[src/rtl/asteroid_field_if.sv]
// Player-facing bus of the asteroid playfield: game control and tick in,
// grid and event flags out.
interface asteroid_field_if #(
    parameter int LANES = 4,
    parameter int ROWS  = 8
);
    localparam int LW = (LANES > 1) ? $clog2(LANES) : 1;

    logic                  GameEnable;
    logic                  TickPulse;
    logic [LW-1:0]         PlayerLane;
    logic [LANES*ROWS-1:0] Field;
    logic                  Collision;
    logic                  DodgePulse;
    logic                  GameOver;

    modport master (
        output GameEnable, TickPulse, PlayerLane,
        input  Field, Collision, DodgePulse, GameOver
    );

    modport slave (
        input  GameEnable, TickPulse, PlayerLane,
        output Field, Collision, DodgePulse, GameOver
    );
endinterface

[src/rtl/asteroid_field.sv]
// Scrolling asteroid grid with LFSR spawning and bottom-row collision
// detection against the player lane.
module asteroid_field #(
    parameter int         LANES = 4,
    parameter int         ROWS  = 8,
    parameter logic [7:0] SEED  = 8'hA5
) (
    input  logic              Clk,
    input  logic              Rst,
    asteroid_field_if.slave   bus
);
    localparam int         LW       = (LANES > 1) ? $clog2(LANES) : 1;
    localparam int         FW       = LANES * ROWS;
    localparam logic [7:0] SEED_EFF = (SEED == 8'h00) ? 8'h01 : SEED;

    typedef enum logic [1:0] {
        IDLE = 2'b00,
        RUN  = 2'b01,
        OVER = 2'b10
    } state_t;

    state_t          state_r;
    logic [FW-1:0]   field_r;
    logic [7:0]      lfsr_r;
    logic            collision_r;
    logic            dodge_r;
    logic            game_over_r;

    logic [LANES-1:0] bottom_s;
    logic [LANES-1:0] spawn_s;
    logic [7:0]       lfsr_next_s;
    logic             hit_s;

    // Hit detection on the registered grid and next-row spawn from the advanced LFSR
    always_comb begin
        bottom_s    = field_r[FW-1 -: LANES];
        hit_s       = bottom_s[bus.PlayerLane];
        lfsr_next_s = {lfsr_r[6:0], lfsr_r[7] ^ lfsr_r[5] ^ lfsr_r[4] ^ lfsr_r[3]};
        spawn_s     = '0;
        if (lfsr_next_s[7:6] != 2'b00) begin
            spawn_s[lfsr_next_s[LW-1:0]] = 1'b1;
        end else begin
            spawn_s = '0;
        end
    end

    // Game FSM; abort beats hit, and hit beats a same-cycle tick
    always_ff @(posedge Clk) begin
        if (Rst) begin
            state_r     <= IDLE;
            field_r     <= '0;
            lfsr_r      <= SEED_EFF;
            collision_r <= 1'b0;
            dodge_r     <= 1'b0;
            game_over_r <= 1'b0;
        end else begin
            collision_r <= 1'b0;
            dodge_r     <= 1'b0;
            case (state_r)
                IDLE: begin
                    if (bus.GameEnable) begin
                        state_r <= RUN;
                        field_r <= '0;
                        lfsr_r  <= SEED_EFF;
                    end
                end
                RUN: begin
                    if (!bus.GameEnable) begin
                        state_r <= IDLE;
                        field_r <= '0;
                    end else if (hit_s) begin
                        state_r     <= OVER;
                        collision_r <= 1'b1;
                        game_over_r <= 1'b1;
                    end else if (bus.TickPulse) begin
                        lfsr_r  <= lfsr_next_s;
                        field_r <= {field_r[FW-LANES-1:0], spawn_s};
                        dodge_r <= |bottom_s;
                    end
                end
                OVER: begin
                    // Grid is frozen here so the display can show the crash
                    if (!bus.GameEnable) begin
                        state_r     <= IDLE;
                        game_over_r <= 1'b0;
                    end
                end
                default: begin
                    state_r     <= IDLE;
                    field_r     <= '0;
                    game_over_r <= 1'b0;
                end
            endcase
        end
    end

    assign bus.Field      = field_r;
    assign bus.Collision  = collision_r;
    assign bus.DodgePulse = dodge_r;
    assign bus.GameOver   = game_over_r;
endmodule

[src/flat_wrapper.sv]
// flat-port wrapper written by rule: the top's interface ports become plain ports
module asteroid_field_flat 
#(
    parameter int         LANES = 4,
    parameter int         ROWS  = 8,
    parameter logic [7:0] SEED  = 8'hA5
)
  (Clk, Rst, bus_GameEnable, bus_TickPulse, bus_PlayerLane, bus_Field, bus_Collision, bus_DodgePulse, bus_GameOver);
  asteroid_field_if #(.LANES(LANES), .ROWS(ROWS)) bus_i ();
  input  logic Clk;
  input  logic Rst;
  input wire logic [$bits(bus_i.GameEnable)-1:0] bus_GameEnable;
  input wire logic [$bits(bus_i.TickPulse)-1:0] bus_TickPulse;
  input wire logic [$bits(bus_i.PlayerLane)-1:0] bus_PlayerLane;
  output wire logic [$bits(bus_i.Field)-1:0] bus_Field;
  output wire logic [$bits(bus_i.Collision)-1:0] bus_Collision;
  output wire logic [$bits(bus_i.DodgePulse)-1:0] bus_DodgePulse;
  output wire logic [$bits(bus_i.GameOver)-1:0] bus_GameOver;
  assign bus_i.GameEnable = bus_GameEnable;
  assign bus_i.TickPulse = bus_TickPulse;
  assign bus_i.PlayerLane = bus_PlayerLane;
  assign bus_Field = bus_i.Field;
  assign bus_Collision = bus_i.Collision;
  assign bus_DodgePulse = bus_i.DodgePulse;
  assign bus_GameOver = bus_i.GameOver;
  asteroid_field #(.LANES(LANES), .ROWS(ROWS), .SEED(SEED)) u_core (.Clk(Clk), .Rst(Rst), .bus(bus_i));
endmodule
[config.mk]
export PLATFORM = sky130hd
export DESIGN_NAME = asteroid_field_flat
export DESIGN_NICKNAME = d
export VERILOG_FILES = /design/src/rtl/asteroid_field_if.sv /design/src/rtl/asteroid_field.sv /design/src/flat_wrapper.sv
export SDC_FILE = /design/constraint.sdc
export NUM_CORES = 1
export LEC_CHECK = 0
export ABC_AREA = 1
export ABC_CLOCK_PERIOD_IN_PS = 3450
export BUFFER_PORTS_ARGS = -buffer_cell sky130_fd_sc_hd__buf_2
export CAP_MARGIN = 20
export CORE_MARGIN = 5
export CORE_UTILIZATION = 45
export CTS_BUF_LIST = sky130_fd_sc_hd__clkbuf_4
export DETAILED_ROUTE_END_ITERATION = 8
export PLACE_DENSITY = 0.69
export SLEW_MARGIN = 20
export SYNTH_ARGS = -nofsm -noshare
export SYNTH_HDL_FRONTEND = slang
export SYNTH_SLANG_ARGS = --single-unit
export TNS_END_PERCENT = 1
[constraint.sdc]
create_clock -name Clk -period 3.45 [get_ports Clk]
set_clock_uncertainty 0.15 [all_clocks]
set_input_delay 0.5175 -clock Clk [delete_from_list [all_inputs] [get_ports Clk]]
set_output_delay 0.5175 -clock Clk [all_outputs]
set_load 0.02 [all_outputs]
== Word level (Yosys, flattened, before mapping) ==
Index checks and enable logic that the tools add are counted.
Operators by class
  divide/modulo/power cells: 0
  bitwise logic cells: 8
  muxes and demuxes: 25
  $mul: 0
  magnitude comparators: 3
  equal/unequal tests: 11
  reduce and logical (&&, ||, !) cells: 11
  shifts and indexed selects: 0
  add/sub/neg operators: 0
Operators by type and width (count)
  32-bit two-way mux: 4
  32-bit one-hot mux with 3 select lines: 1
  8-bit two-way mux: 4
  8-bit one-hot mux with 2 select lines: 1
  2-bit != test (second input constant): 5
  2-bit two-way mux: 4
  4-bit AND reduction: 2
  2-bit by 3-bit less-than comparator with 1-bit output (second input constant): 2
  1-bit two-way mux: 6
  3-bit != test (second input constant): 2
  2-bit one-hot mux with 3 select lines: 1
  1-bit NOT: 5
  5-bit AND reduction: 1
  5-bit OR reduction: 1
  4-bit two-way mux: 1
  2-bit nonzero test: 2
  4-bit OR reduction: 1
  3-bit by 2-bit != test with 1-bit output (second input constant): 1
  1-bit one-hot mux with 3 select lines: 1
  3-bit AND reduction: 1
  3-bit OR reduction: 1
  1-bit bitwise XOR: 3
  1-bit binary-select mux with 2-bit select: 1
  1-bit demux with 2-bit select: 1
  other kinds (6): 6
Storage, ports and cells
  memory bits (writable): 0
  memories kept: 0
  register bits: 45
  memory bits (read-only): 0
  output and inout bits: 35
  input port bits: 6
  latch bits: 0

== Depth between registers and ports, before layout ==
  depth in word-level cells: 12
  mapped depth: 9
  depth with buffers taken out: 9

== Least setup slack after synthesis ==
OpenSTA, ideal clock, no wires.
  path type: input to register
  start: input bus_PlayerLane[0]
  end: register u_core.game_over_r, in the netlist u_core.bus.GameOver
  path slack: 1.871 ns
  data required time: 3.188 ns
  library setup time: 0.112 ns
  cell stages on the path: 9
  data arrival time: 1.316 ns
  path buffers: 1
  cell sequence: inv_1 nand2_1 nand3_1 nand2_1 buf_2 o21ai_0 o21ai_0 nand2_1 nand2_1
Between the ends
  word-level cells in the longest chain between the ends: 4
Ends and longest elaborated chain
  start: declaration: RTL line flat_wrapper.sv:14  | input wire logic [$bits(bus_i.PlayerLane)-1:0] bus_PlayerLane;
  1-bit binary-select mux with 2-bit select: RTL line asteroid_field.sv:37  | hit_s = bottom_s[bus.PlayerLane];
  1-bit two-way mux (implied by the code): RTL line asteroid_field.sv:37
  2-bit by 1-bit != test with 1-bit output (no source line)
  4-bit AND reduction (no source line)
  end signal: assignment: RTL line asteroid_field.sv:55  | game_over_r <= 1'b0;
  end signal: assignment: RTL line asteroid_field.sv:74  | game_over_r <= 1'b1;
  end signal: assignment: RTL line asteroid_field.sv:85  | game_over_r <= 1'b0;
  end: declaration: RTL line asteroid_field.sv:27  | logic game_over_r;
Every way passes these cells. The select of a mux whose other input is x is not followed.
A chain may end at the register's enable or synchronous reset.

== Worst setup path in the final report ==
  start: register u_core.state_r[0]
  end: register u_core.field_r[15], in the netlist u_core.bus.Field[15]
Between the ends
  word-level cells in the longest chain between the ends: 3
  elaborated cells on any way between the ends: 9
  those cells by class: eq/ne (5); mux (1); bitwise (1); reduce/logical (2)
Ends and longest elaborated chain
  start: declaration: RTL line asteroid_field.sv:22  | state_t state_r;
  start signal: assignment: RTL line asteroid_field.sv:50  | state_r <= IDLE;
  start signal: assignment: RTL line asteroid_field.sv:62  | state_r <= RUN;
  start signal: assignment: RTL line asteroid_field.sv:69  | state_r <= IDLE;
  2-bit by 1-bit equality test with 1-bit output (tied with other cells): RTL line asteroid_field.sv:59  | case (state_r)
  3-bit != test (no source line) (tied with other cells)
  4-bit AND reduction (no source line)
  end signal: assignment: RTL line asteroid_field.sv:77  | field_r <= {field_r[FW-LANES-1:0], spawn_s};
  end: declaration: RTL line asteroid_field.sv:23  | logic [FW-1:0] field_r;
Parallel ways exist; a longest one is shown, timed or not.

==> results summary <==
The number of failing hold endpoints at the final stage came to 0. The average size of a mapped cell came out at 7.69 um^2. The synthesized netlist cell count is 246. After clock tree synthesis, the clock-pin slew on the worst setup and hold paths is 0.13 ns. The last weighted congestion value of the routability-driven placer is 0.837. The top-area cell type share of the netlist area came out at 47.6%. The count of pins over their slew limit was 0.

The maximum net fanout on the critical path is 32. In the final design database the tool counted 285 nets. During placement, the flow inserted port buffers numbering 40.

The biggest area consumer among synthesized cells is sky130_fd_sc_hd__dfxtp_1. The kind of end point of the critical path is a flip-flop. The maximum vdd ir drop came out at 212 uV. The total power came out at 897 uW. STA classifies the critical path startpoint as a flip-flop. The worst endpoint data arrival time is 2.29 ns.

The measured slew at the worst slew-check pin is 0.721 ns. The most common cell in the synthesized netlist is sky130_fd_sc_hd__nand2_1. The total wire length after detailed routing is 4400 um. The internal portion of total power came out at 641 uW. The critical path class is reg2reg. The unique cell type count in the Yosys netlist came out at 20. The number of vias per cell after detailed routing is 5.42. Counting flops with an async set or reset pin after synthesis yields a share of 0%. The commonest cells after synthesis are sky130_fd_sc_hd__nand2_1 (58), sky130_fd_sc_hd__dfxtp_1 (45), sky130_fd_sc_hd__a21oi_1 (35). Counting I/O delays and the setup requirement, the final critical path takes 2.14 ns.

The portion of total power attributed to combinational logic is 11.7%. The required time reported for the critical path endpoint came out at 3.60 ns. The total power divided by cell area came out at 419 mW/mm^2. Once placement finished, the instance area stood at 0.00208 mm^2. The run finished with clean final reports. The number of enable-type register cells in the synthesized netlist came out at 0. TritonCTS built the clock tree.

The final total negative setup slack came out at 0 ns. Among all flip-flop cells after synthesis, the most frequent one is sky130_fd_sc_hd__dfxtp_1. The detailed-route wire length per cell came out at 13.3 um.

The signed area change from the synthesized netlist to the final layout is 13.0%. The leakage power of the design is 0.000910 uW. In this run the number of H-tree levels came out at 2. After clock tree synthesis, the repair step resized 0 gates.

Setup violations remaining at the end of the flow were counted as 0. The via total after detailed routing is 1,788. The max-capacitance violation count came out at 0. The proportion of power drawn by flip-flops and latches is 60.0%. Yosys attributes the largest share of cell area to sky130_fd_sc_hd__dfxtp_1 (48%), sky130_fd_sc_hd__nand2_1 (12%), sky130_fd_sc_hd__nand4_1 (11%), sky130_fd_sc_hd__a21oi_1 (9.3%), sky130_fd_sc_hd__nand3_1 (3.2%). The post-route antenna net violation count is 0. The initial antenna violation count came to 0. The die is 74.8 um tall. Of the total power, the share spent switching nets is 28.5%. The count of hold-fix buffers inserted at cts is 0.

The number of design rule violations left after detail routing is 0. Sequential elements use 47.6% of the synthesized area. The global-route wire length before repair came out at 7370 um. The area enclosed by the die boundary is 0.00560 mm^2. The worst register-to-register path begins at u_core.state_r[0]. The end point of the critical path is u_core.bus.Field[15].

The starting DRC count in detailed routing is 145. Clock tree synthesis inserted a total of 5 buffers. The buffer levels on the longest clock path came out at 2.

The endpoint identified for the worst register-to-register timing path is u_core.bus.Field[15]. The number of nets in the synthesized netlist is 252. The core area came out at 0.00403 mm^2. In this run the clock root is driven by a sky130_fd_sc_hd__clkbuf_4. The number of global-route vias before repair came out at 1,532. The number of buffers added for setup after CTS is 0. In this run the worst setup path begins at u_core.state_r[0]. The core occupancy in the finished layout came out at 53.1%. In this run the horizontal extent of the chip is 74.8 um. Setup slack on the worst reg-to-reg path comes out at 1.31 ns.

After synthesis the netlist holds a flip-flop and latch count of 45. The residual overflow from global routing came out at 0. The min-delay analysis places its worst path in the category reg2reg. The power spent charging and discharging nets came out at 255 uW.

The initial cell density of the core is 47.0%. 41 I/O pins were placed. Derived from the worst setup path, the maximum achievable clock frequency is 0.467 GHz.

The fraction of layout cells with a size suffix above 1 is 21.1%. The tree built by TritonCTS fans out to 45 sinks. The diode insertion count for antenna repair came out at 0. The path depth of the worst reg2reg path is 6. The detailed placement HPWL is 2880 um. Clock latency on the worst-skew pair, taken at its later pin, is 0.36 ns.

Entering global routing, the biggest net connects 41 pins. The total iterations of the first detailed-routing run is 4. Setup repair after global routing left no endpoint under its margin. The final period utilization is 62.1%. Yosys printed 0 warnings. The clock network power share is 28.3%. Across every metal layer, demand over resource in global routing totals 16.9%. The finished layout cell area is 0.00214 mm^2. The cell area that synthesis handed to floorplanning was 0.00189 mm^2.

The relative slew slack came out at 51.9%. The count of standard-cell rows came out at 23.
## through the flow
stage	setup slack, ns	hold slack, ns	std cells
3_5_place_dp	1.15	0.324	322
5_1_grt	1.11	0.366	330
2_1_floorplan	1.87	0.311	246
3_3_place_gp	1.17	0.317	322
4_1_cts	1.32	0.342	330
6_report	1.31	0.339	330
## cell families after synthesis
kind of cell / Yosys count / share of synthesized area, %
compound gates: 42 / 11.3
buf+inv: 32 / 7.74
flops: 45 / 47.6
simple gates: 127 / 33.3
## power by group through the flow
stage | Clock, uW | Sequential [uW] | Combinational, uW
2_1_floorplan | 0 | 548 | 86.3
3_3_place_gp | 0 | 549 | 104
3_5_place_dp | 0 | 549 | 105
4_1_cts | 261 | 538 | 105
5_1_grt | 283 | 540 | 121
6_report | 254 | 538 | 105
## worst max-delay path, stage by stage (launching register included)
cell	delay, ns
sky130_fd_sc_hd__dfxtp_1	0.46
sky130_fd_sc_hd__nand3_2	0.16
sky130_fd_sc_hd__inv_2	0.41
sky130_fd_sc_hd__nand3_4	0.16
sky130_fd_sc_hd__nand2_2	0.46
sky130_fd_sc_hd__nand2_1	0.10
sky130_fd_sc_hd__a21oi_1	0.17
## worst min-delay path by stage
stage,slack [ns],cells past startpoint,start,endpoint
after floorplan,0.31,2,u_core.lfsr_r[1],u_core.lfsr_r[1]
after global placement,0.32,2,u_core.bus.Field[3],u_core.bus.Field[3]
after detailed placement,0.32,2,u_core.bus.Field[8],u_core.bus.Field[8]
after CTS,0.34,2,u_core.bus.Field[25],u_core.bus.Field[25]
after global routing,0.37,2,u_core.bus.Field[5],u_core.bus.Field[5]
final,0.34,2,u_core.bus.Field[17],u_core.bus.Field[17]
## per-layer routing
| layer | GRT usage [%] | routed length [um] |
|---|---|---|
| met1 | 25.6 | 2120 |
| met2 | 22.1 | 1880 |
| met3 | 5.61 | 337 |
| met4 | 5.93 | 58 |
| met5 | 0 | 0 |
## area by class of cell
cell class	instances	area, um^2
Clock buffer	6	45.0
Clock inverter	2	10.0
Fill cell	403	1890
Inverter	16	60.1
Multi-Input combinational cell	169	845
Sequential cell	45	901
Tap cell	50	62.6
Timing Repair Buffer	42	215
## state kept, by name, indices dropped and copies added, names as in the netlist
register,flops
u_core.bus.Field,32
u_core.lfsr_r,8
u_core.state_r,2
u_core.bus.Collision,1
u_core.bus.DodgePulse,1
u_core.bus.GameOver,1
## layout by cell type, fill, tap and decap left out
cell,Yosys,routed
sky130_fd_sc_hd__inv_1,15,15
sky130_fd_sc_hd__nor3_1,2,2
sky130_fd_sc_hd__buf_4,5,2
sky130_fd_sc_hd__nor2_1,12,12
sky130_fd_sc_hd__o41ai_1,1,1
sky130_fd_sc_hd__nand3_4,1,1
sky130_fd_sc_hd__a21oi_1,35,35
sky130_fd_sc_hd__nand2_1,58,58
sky130_fd_sc_hd__buf_2,6,40
sky130_fd_sc_hd__dfxtp_1,45,45
sky130_fd_sc_hd__nor2_4,2,2
sky130_fd_sc_hd__nor2_2,1,1
sky130_fd_sc_hd__o21ai_0,6,6
sky130_fd_sc_hd__nor4_1,2,2
sky130_fd_sc_hd__clkinv_2,0,2
sky130_fd_sc_hd__inv_2,1,1
sky130_fd_sc_hd__nand3_1,12,12
sky130_fd_sc_hd__nand3_2,2,2
sky130_fd_sc_hd__clkbuf_4,0,6
sky130_fd_sc_hd__nand2_2,2,2
sky130_fd_sc_hd__nand4_1,33,33
No activity file was read; power rests on OpenSTA's default activity.
